===== src/rtl/divisor_pkg.sv =====
// Shared types and elaboration helpers for the multi-cycle restoring divider.
package divisor_pkg;

  typedef enum logic [1:0] {
    IDLE = 2'd0,
    CALC = 2'd1,
    FIX  = 2'd2
  } estado_t;

  function automatic int num_iter(input int t, input int p);
    return t / p;
  endfunction

endpackage


===== src/rtl/divisor_multiciclo_if.sv =====
// Start/Done handshake and operand/result bus of the multi-cycle divider.
interface divisor_multiciclo_if #(
  parameter int tamanyo = 32
);
  logic               Start;
  logic               Signo;
  logic [tamanyo-1:0] Num;
  logic [tamanyo-1:0] Den;
  logic [tamanyo-1:0] Coc;
  logic [tamanyo-1:0] Res;
  logic               Done;
  logic               Div0;
  logic               Ready;

  modport master (output Start, Signo, Num, Den,
                  input  Coc, Res, Done, Div0, Ready);
  modport slave  (input  Start, Signo, Num, Den,
                  output Coc, Res, Done, Div0, Ready);
endinterface


===== src/rtl/divisor_paso.sv =====
// One combinational restoring-division step: shift in a dividend bit, trial-subtract.
module divisor_paso #(
  parameter int tamanyo = 32
) (
  input  logic [tamanyo-1:0] rem,
  input  logic               bit_in,
  input  logic [tamanyo-1:0] den,
  output logic [tamanyo-1:0] rem_out,
  output logic               q
);
  logic [tamanyo:0] desp_s;
  logic [tamanyo:0] dif_s;

  // rem < den keeps the shifted value below 2*den, so bit tamanyo of the difference is the borrow
  always_comb begin
    desp_s = {rem, bit_in};
    dif_s  = desp_s - {1'b0, den};
    if (dif_s[tamanyo] == 1'b0) begin
      q       = 1'b1;
      rem_out = dif_s[tamanyo-1:0];
    end else begin
      q       = 1'b0;
      rem_out = desp_s[tamanyo-1:0];
    end
  end
endmodule


===== src/rtl/divisor_multiciclo.sv =====
// Multi-cycle restoring divider: pasos quotient bits per clock, signed/unsigned per operation.
module divisor_multiciclo
  import divisor_pkg::*;
#(
  parameter int tamanyo = 32,
  parameter int pasos   = 1
) (
  input  logic                 CLK,
  input  logic                 RSTa,
  divisor_multiciclo_if.slave  bus
);
  localparam int N  = num_iter(tamanyo, pasos);
  localparam int CW = $clog2(N + 1);

  if ((pasos != 1 && pasos != 2) || (tamanyo % pasos) != 0 || tamanyo < 4 || (tamanyo % 2) != 0) begin : g_param_err
    $error("divisor_multiciclo: illegal tamanyo/pasos combination");
  end

  estado_t            estado_r, estado_s;
  logic [CW-1:0]      cnt_r;
  logic [tamanyo-1:0] rem_r, dvd_r, den_r;
  logic               sq_r, sr_r, div0_r;
  logic [tamanyo-1:0] coc_r, res_r;
  logic               done_r, div0o_r, ready_r;

  logic [tamanyo-1:0] num_abs_s, den_abs_s;
  logic               den_cero_s;
  logic [tamanyo-1:0] rem_c [pasos+1];
  logic [tamanyo-1:0] dvd_c [pasos+1];
  logic [pasos-1:0]   q_c;

  assign den_cero_s = (bus.Den == {tamanyo{1'b0}});
  assign num_abs_s  = (bus.Signo && bus.Num[tamanyo-1]) ? (~bus.Num + tamanyo'(1)) : bus.Num;
  assign den_abs_s  = (bus.Signo && bus.Den[tamanyo-1]) ? (~bus.Den + tamanyo'(1)) : bus.Den;

  // dvd_r doubles as the quotient shift register: dividend bits leave at the top, quotient bits enter at the bottom
  assign rem_c[0] = rem_r;
  assign dvd_c[0] = dvd_r;
  for (genvar g = 0; g < pasos; g++) begin : g_paso
    divisor_paso #(.tamanyo(tamanyo)) u_paso (
      .rem     (rem_c[g]),
      .bit_in  (dvd_c[g][tamanyo-1]),
      .den     (den_r),
      .rem_out (rem_c[g+1]),
      .q       (q_c[g])
    );
    assign dvd_c[g+1] = {dvd_c[g][tamanyo-2:0], q_c[g]};
  end

  // State register
  always_ff @(posedge CLK or posedge RSTa) begin
    if (RSTa) estado_r <= IDLE;
    else      estado_r <= estado_s;
  end

  // Next-state decode
  always_comb begin
    estado_s = estado_r;
    case (estado_r)
      IDLE: begin
        if (bus.Start) begin
          if (den_cero_s) estado_s = FIX;
          else            estado_s = CALC;
        end else begin
          estado_s = IDLE;
        end
      end
      CALC: begin
        if (cnt_r == CW'(1)) estado_s = FIX;
        else                 estado_s = CALC;
      end
      FIX:     estado_s = IDLE;
      default: estado_s = IDLE;
    endcase
  end

  // Operand capture, iteration and sign fix-up
  always_ff @(posedge CLK or posedge RSTa) begin
    if (RSTa) begin
      cnt_r   <= {CW{1'b0}};
      rem_r   <= {tamanyo{1'b0}};
      dvd_r   <= {tamanyo{1'b0}};
      den_r   <= {tamanyo{1'b0}};
      sq_r    <= 1'b0;
      sr_r    <= 1'b0;
      div0_r  <= 1'b0;
      coc_r   <= {tamanyo{1'b0}};
      res_r   <= {tamanyo{1'b0}};
      div0o_r <= 1'b0;
    end else begin
      case (estado_r)
        IDLE: begin
          if (bus.Start) begin
            sq_r   <= bus.Signo & (bus.Num[tamanyo-1] ^ bus.Den[tamanyo-1]);
            sr_r   <= bus.Signo & bus.Num[tamanyo-1];
            rem_r  <= {tamanyo{1'b0}};
            cnt_r  <= CW'(N);
            div0_r <= den_cero_s;
            den_r  <= den_abs_s;
            // a zero divisor reports the untouched dividend as remainder
            dvd_r  <= den_cero_s ? bus.Num : num_abs_s;
          end
        end
        CALC: begin
          rem_r <= rem_c[pasos];
          dvd_r <= dvd_c[pasos];
          cnt_r <= cnt_r - CW'(1);
        end
        FIX: begin
          if (div0_r) begin
            coc_r   <= {tamanyo{1'b1}};
            res_r   <= dvd_r;
            div0o_r <= 1'b1;
          end else begin
            coc_r   <= sq_r ? (~dvd_r + tamanyo'(1)) : dvd_r;
            res_r   <= sr_r ? (~rem_r + tamanyo'(1)) : rem_r;
            div0o_r <= 1'b0;
          end
        end
        default: begin
          cnt_r <= {CW{1'b0}};
        end
      endcase
    end
  end

  // Done pulse and Ready flag, registered from the state transition
  always_ff @(posedge CLK or posedge RSTa) begin
    if (RSTa) begin
      done_r  <= 1'b0;
      ready_r <= 1'b1;
    end else begin
      done_r  <= (estado_r == FIX);
      ready_r <= (estado_s == IDLE);
    end
  end

  assign bus.Coc   = coc_r;
  assign bus.Res   = res_r;
  assign bus.Done  = done_r;
  assign bus.Div0  = div0o_r;
  assign bus.Ready = ready_r;
endmodule


===== src/flat_wrapper.sv =====
// flat-port wrapper written by rule: the top's interface ports become plain ports
module divisor_multiciclo_flat import divisor_pkg::*;
#(
  parameter int tamanyo = 32,
  parameter int pasos   = 1
)
  (CLK, RSTa, bus_Start, bus_Signo, bus_Num, bus_Den, bus_Coc, bus_Res, bus_Done, bus_Div0, bus_Ready);
  divisor_multiciclo_if #(.tamanyo(tamanyo)) bus_i ();
  input  logic CLK;
  input  logic RSTa;
  input wire logic [$bits(bus_i.Start)-1:0] bus_Start;
  input wire logic [$bits(bus_i.Signo)-1:0] bus_Signo;
  input wire logic [$bits(bus_i.Num)-1:0] bus_Num;
  input wire logic [$bits(bus_i.Den)-1:0] bus_Den;
  output wire logic [$bits(bus_i.Coc)-1:0] bus_Coc;
  output wire logic [$bits(bus_i.Res)-1:0] bus_Res;
  output wire logic [$bits(bus_i.Done)-1:0] bus_Done;
  output wire logic [$bits(bus_i.Div0)-1:0] bus_Div0;
  output wire logic [$bits(bus_i.Ready)-1:0] bus_Ready;
  assign bus_i.Start = bus_Start;
  assign bus_i.Signo = bus_Signo;
  assign bus_i.Num = bus_Num;
  assign bus_i.Den = bus_Den;
  assign bus_Coc = bus_i.Coc;
  assign bus_Res = bus_i.Res;
  assign bus_Done = bus_i.Done;
  assign bus_Div0 = bus_i.Div0;
  assign bus_Ready = bus_i.Ready;
  divisor_multiciclo #(.tamanyo(tamanyo), .pasos(pasos)) u_core (.CLK(CLK), .RSTa(RSTa), .bus(bus_i));
endmodule

===== config.mk =====
export PLATFORM = sky130hd
export DESIGN_NAME = divisor_multiciclo_flat
export DESIGN_NICKNAME = d
export VERILOG_FILES = /design/src/rtl/divisor_pkg.sv /design/src/rtl/divisor_multiciclo_if.sv /design/src/rtl/divisor_paso.sv /design/src/rtl/divisor_multiciclo.sv /design/src/flat_wrapper.sv
export SDC_FILE = /design/constraint.sdc
export NUM_CORES = 1
export LEC_CHECK = 0
export ABC_AREA = 1
export CORE_MARGIN = 10
export CORE_UTILIZATION = 62
export CTS_BUF_LIST = sky130_fd_sc_hd__clkbuf_8
export DETAILED_ROUTE_END_ITERATION = 16
export PLACE_DENSITY = 0.88
export SYNTH_ARGS = -nofsm -noshare
export SYNTH_HDL_FRONTEND = slang
export SYNTH_SLANG_ARGS = --single-unit

===== constraint.sdc =====
create_clock -name CLK -period 13.21 [get_ports CLK]
set_clock_uncertainty 0.05 [all_clocks]
set_input_delay 2.642 -clock CLK [delete_from_list [all_inputs] [get_ports CLK]]
set_output_delay 2.642 -clock CLK [all_outputs]
set_load 0.005 [all_outputs]

=== Word-level counts from Yosys, hierarchy flattened ===
Cells that the tools add are included.

* Memory bits (read-only): 0
* Memories: 0
* Flip-flop bits (word level): 174
* Bits in latches: 0
* Memory bits (writable): 0
* Input bits: 68
* Logic and storage cells: 60
* Output and inout port bits: 67

* Div/mod/pow operators: 0
* Shift operators: 0
* Eq/ne operators: 4
* Reduce and logical (&&, ||, !) cells: 9
* Multiply operators: 0
* Order comparisons: 0
* Bitwise logic cells: 8
* Mux-type cells: 20
* Add/subtract/negate cells: 6

{| class="wikitable"
|+ Operator list
! operator !! number
|-
| 32-bit two-way mux || 10
|-
| 32-bit by 1-bit adder with 32-bit output (second input constant) || 4
|-
| 32-bit NOT || 4
|-
| 32-bit case mux with 2 select lines || 2
|-
| 33-bit by 32-bit subtractor with 33-bit output || 1
|-
| 32-bit zero test || 1
|-
| 6-bit case mux with 3 select lines || 1
|-
| 6-bit by 1-bit == test with 1-bit output (second input constant) || 1
|-
| 2-bit two-way mux || 3
|-
| 6-bit two-way mux || 1
|-
| 2-bit AND reduction || 3
|-
| 6-bit by 1-bit subtractor with 6-bit output (second input constant) || 1
|-
| 2-bit zero test || 2
|-
| 2-bit case mux with 2 select lines || 1
|-
| 1-bit AND || 2
|-
| 2-bit by 1-bit == test with 1-bit output (second input constant) || 1
|-
| 2-bit == test (second input constant) || 1
|-
| 1-bit logical AND || 2
|-
| 1-bit two-way mux || 2
|-
| 2-bit != test (second input constant) || 1
|-
| 2-bit nonzero test || 1
|-
| 1-bit NOT || 1
|-
| 1-bit bitwise XOR || 1
|}

=== Longest topological paths before layout ===
* Depth after elaboration: 6
* Depth in mapped cells: 18
* Depth with buffers taken out: 17

=== By module ===
From an unflattened synthesis, not the netlist that was laid out.

* Cells, all modules: 2,302
* Area total of the unflattened synthesis: 14,355.0 um2

{| class="wikitable"
|+ Modules (own cells, without submodules)
! module !! area each (um2) !! instances !! cells each
|-
| divisor_multiciclo || 11,204.5 || 1 || 1,622
|-
| divisor_paso || 3,150.5 || 1 || 680
|}

=== Worst setup path before layout ===
OpenSTA, ideal clock, no wires.

* Path kind: input-to-reg
* Start point: input bus_Num[0]
* End point: register u_core.dvd_r[30]
* Slack: 9.078 ns
* Path buffers: 0
* Stages: 10
* Data arrival time: 3.966 ns
* Library setup time: 0.117 ns
* Cells stage by stage: inv_1 -> ha_1 -> nand3_1 -> nor2_1 -> nand2_1 -> or2_2 -> nand4_1 -> nand3_1 -> nand2_1 -> nand2_1

* Longest elaborated chain between the ends: 6

{| class="wikitable"
|+ RTL lines
! item !! line !! text
|-
| start, declared || flat_wrapper.sv:13 || <nowiki>input wire logic [$bits(bus_i.Num)-1:0] bus_Num;</nowiki>
|-
| 32-bit NOT || divisor_multiciclo.sv:33 || <nowiki>assign num_abs_s = (bus.Signo && bus.Num[tamanyo-1]) ? (~bus.Num + tamanyo'(1)) : bus.Num;</nowiki>
|-
| 32-bit by 1-bit adder with 32-bit output || divisor_multiciclo.sv:33 ||
|-
| 32-bit two-way mux || divisor_multiciclo.sv:33 ||
|-
| 32-bit two-way mux || divisor_multiciclo.sv:101 || <nowiki>dvd_r <= den_cero_s ? bus.Num : num_abs_s;</nowiki>
|-
| 32-bit two-way mux || divisor_multiciclo.sv:93 || <nowiki>if (bus.Start) begin</nowiki>
|-
| 32-bit case mux with 2 select lines || divisor_multiciclo.sv:91 || <nowiki>case (estado_r)</nowiki>
|-
| end signal, assigned || divisor_multiciclo.sv:82 || <nowiki>dvd_r <= {tamanyo{1'b0}};</nowiki>
|-
| end signal, assigned || divisor_multiciclo.sv:101 ||
|-
| end signal, assigned || divisor_multiciclo.sv:106 || <nowiki>dvd_r <= dvd_c[pasos];</nowiki>
|-
| end, declared || divisor_multiciclo.sv:21 || <nowiki>logic [tamanyo-1:0] rem_r, dvd_r, den_r;</nowiki>
|}

No other way between the ends. The select of a mux whose other input is x is not followed.
A chain may end at the register's enable or synchronous reset.

=== Final worst setup path ===
* Start point: input bus_Den[1]
* End point: register u_core.dvd_r[1]

* Longest elaborated chain between the ends: 4

{| class="wikitable"
|+ RTL lines
! item !! line !! text
|-
| start, declared || flat_wrapper.sv:14 || <nowiki>input wire logic [$bits(bus_i.Den)-1:0] bus_Den;</nowiki>
|-
| 32-bit zero test || divisor_multiciclo.sv:32 || <nowiki>assign den_cero_s = (bus.Den == {tamanyo{1'b0}});</nowiki>
|-
| 32-bit two-way mux || divisor_multiciclo.sv:101 ||
|-
| 32-bit two-way mux || divisor_multiciclo.sv:93 ||
|-
| 32-bit case mux with 2 select lines || divisor_multiciclo.sv:91 ||
|}

No other way between the ends. The select of a mux whose other input is x is not followed.

==> results by group <==
GRT
  – Largest net degree at the start of global routing: 100
  – Total grt overflow: 0
  – Vias in the first global route: between 10000 and 15000
  – GRT Total Usage: about a third
  – First-pass GRT wire length: 74.95 mm
  – Initial antenna violation count: 0

STA
  – Hold Slack: between 0.4 and 0.5 ns
  – Relative slew margins: 25.59%
  – # setup viols final: 0
  – Unrepaired setup endpoints after global routing: false
  – Fin. Hold Viols: 0
  – Final Slew Violations: 0
  – Final setup TNS: 0 ns
  – Fmax: 200.6 MHz
  – Min Clock Period, post-route: approximately 5 ns
  – Worst Tran Pin Value: 1.114 ns
  – Fin crit share: roughly 38%

Logic synthesis
  – Number of flops mapped to enable cells by yosys: 0
  – Cell variety after synth: 50
  – Primary FF master, synth: dfrtp_1
  – Seq/Total Area, Yosys: 30.96%
  – Area contributors post-synth: dfrtp_1, nand2_1, inv_1, nand3_1, nor2_1
  – Most frequent cell after synthesis: nand2_1
  – Top cells by count, synth: nand2_1, inv_1, nand3_1
  – #FFs+latches synth: 174
  – Synthesized area per cell: about 6.3 um^2
  – Top-area cell type share of the netlist area: 30.77%
  – Post-Syn Instances: 2237
  – Syn nets: 2344
  – Cell accounting for the most synthesized area: dfrtp_1
  – Synthesized cell area: 0.01407 mm^2
  – Ys async rst share: between 90% and 100%
  – Yosys warnings: 0

CTS
  – Number of setup buffers added after CTS: 0
  – CTS Buffer Depth: 2
  – Root Driver: clkbuf_8
  – Post-cts sizing count: 0
  – Hold_buf cts: 0
  – Clock Latency Late Sink: 0.50 ns
  – Num CTS Buffers: 17
  – Worst-path clk slew: 0.11 ns
  – Clock sinks: between 150 and 200
  – CTS tree: yes
  – Clock H-tree levels: 4

Cells and area
  – Synth-to-layout area growth: 12.82%
  – Final #Nets: 2428
  – Seq. cell area: 0.004355 mm^2
  – Ant diodes: 0
  – Fill count: a little under 2000
  – Area of the multi-input gates: 0.008066 mm^2
  – Share of layout cells above drive strength 1: under 10%

Placement
  – Detail Placement HPWL: 36.62 mm
  – GP Congestion: 1.010
  – # port buffers: ~130

Critical path
  – WP data required: 13.53 ns
  – CP Max Fanout: 30
  – Worst Setup End Kind: flip-flop
  – Worst Path Class, Setup: in -> reg
  – Worst path arrival time: 5.31 ns
  – Crit path launch type: input port

Floorplanning
  – Row Count: 55
  – IO Count: 135
  – Core ar.: approximately 0.023 mm^2
  – Initial Util: between 60% and 70%
  – Die Y: 170.6 um
  – Die ar.: 0.02911 mm^2
  – Die X: 170.6 um

Routing
  – Detailed-route vias per instance: 5.850
  – Antenna Nets Post-Route: 0
  – First-pass DRT Iterations: 6
  – DR iter-0 viols: 2073
  – Vias: between 15000 and 20000
  – Total routed wirelength: 47.56 mm
  – DR DRC count: 0
  – DR WL/cell: 18.16 um

Status
  – Outcome: complete, no violations

Power
  – Pwr per Cell Area: 277.6 mW/mm^2
  – LEAKAGE: 8.161 nW
  – Peak supply drop: 0.1495 mV

Worst hold path
  – Worst hold path type: reg -> reg

Run
  – Max_cap viols: 0
-- stage by stage --
step / power (mW) / utilization [%] / instance area, um^2 / setup slack [ns] / std cells
after CTS: 4.321 / 70.53 / 15870 / 8.292 / 2619
after global placement: 3.826 / 68.59 / 15430 / 7.913 / 2587
after detailed placement: 3.900 / 68.59 / 15430 / 7.791 / 2587
after global routing: 4.786 / 70.53 / 15870 / 7.988 / 2619
after floorplan: 3.032 / - / 14070 / 5.803 / 2237
final: 4.406 / 70.53 / 15870 / 8.226 / 2619
-- power by group --
group,total [mW],internal [mW],switching [mW]
Clock,0.409,0.150,0.258
Combinational,2.92,1.01,1.91
Sequential,1.08,0.783,0.298
-- worst max-delay path: stages --
cell and delay [ns]:
clkdlybuf4s50_1 0.40, inv_1 0.10, ha_1 0.21, nand3_1 0.14, nor2_2 0.21, nand2_1 0.16, nor2_4 0.18, nand4_2 0.70
nand3_1 0.27, nand3_1 0.11, nand2_1 0.11, o21ai_1 0.06
-- worst paths after layout --
check	from	endpoint	slack, ns	cells after the start
max	bus_Den[1]	u_core.dvd_r[1]	8.23	12
min	u_core.bus.Div0	u_core.bus.Div0	0.43	2
max reg2reg	u_core.dvd_r[31]	u_core.rem_r[31]	9.26	16
min reg2reg	u_core.bus.Div0	u_core.bus.Div0	0.43	2
max in group asynchronous	RSTa	u_core.bus.Res[11]	8.94	3
min in group asynchronous	RSTa	u_core.rem_r[0]	2.62	2
-- cell usage in the layout (no fill, tap or decap), drive strengths merged --
cell,count
nand2,769
inv,340
nand3,233
nor2,203
dfrtp,173
o21ai,143
clkdlybuf4s50,134
xor2,52
a21oi,45
nand4,44
ha,38
nor3,21
o221ai,17
clkbuf,17
a31oi,14
xnor2,13
o22ai,12
o21bai,11
clkinv,10
nand3b,9
buf,7
or2,6
o211ai,6
and2,4
o31ai,3
a21o,2
and3,1
o32ai,1
a22o,1
o22a,1
nor4,1
nor3b,1
fa,1
dfstp,1
-- registers in the layout (all words and copies together) (netlist names) --
register / count
u_core.div0_r: 1
u_core.bus.Coc: 32
u_core.sr_r: 1
u_core.dvd_r: 32
u_core.estado_r: 2
u_core.bus.Ready: 1
u_core.bus.Res: 32
u_core.bus.Div0: 1
u_core.cnt_r: 6
u_core.den_r: 32
u_core.rem_r: 32
u_core.bus.Done: 1
u_core.sq_r: 1
-- logic make-up (layout without fill, tap and decap cells) --
logic type	count (synthesis)	in the layout	synth area share (%)
AO/OA/AOI/OAI	256	256	10.50
XOR/XNOR	65	65	4.047
buffers and inverters	411	508	11.75
adder cells (fa/ha/maj)	39	39	3.522
flip-flops	174	174	30.96
AND/OR/NAND/NOR	1292	1292	39.22
-- layer usage --
metal,GRT usage [%],share of wire (%)
met1,45.47,43
met2,47.65,42
met3,8.548,12
met4,9.458,2.7
met5,0,0
-- area by class of cell --
cell class              instances  area share, %
clock buffers                  17          1.474
clock inverters                15          1.269
inverters                     335          7.955
multi-input cells            1652          50.83
flip-flops and latches        174          27.44
well taps                     285          2.247
repair buffers                141          8.783
(Power assumes the default switching activity.)
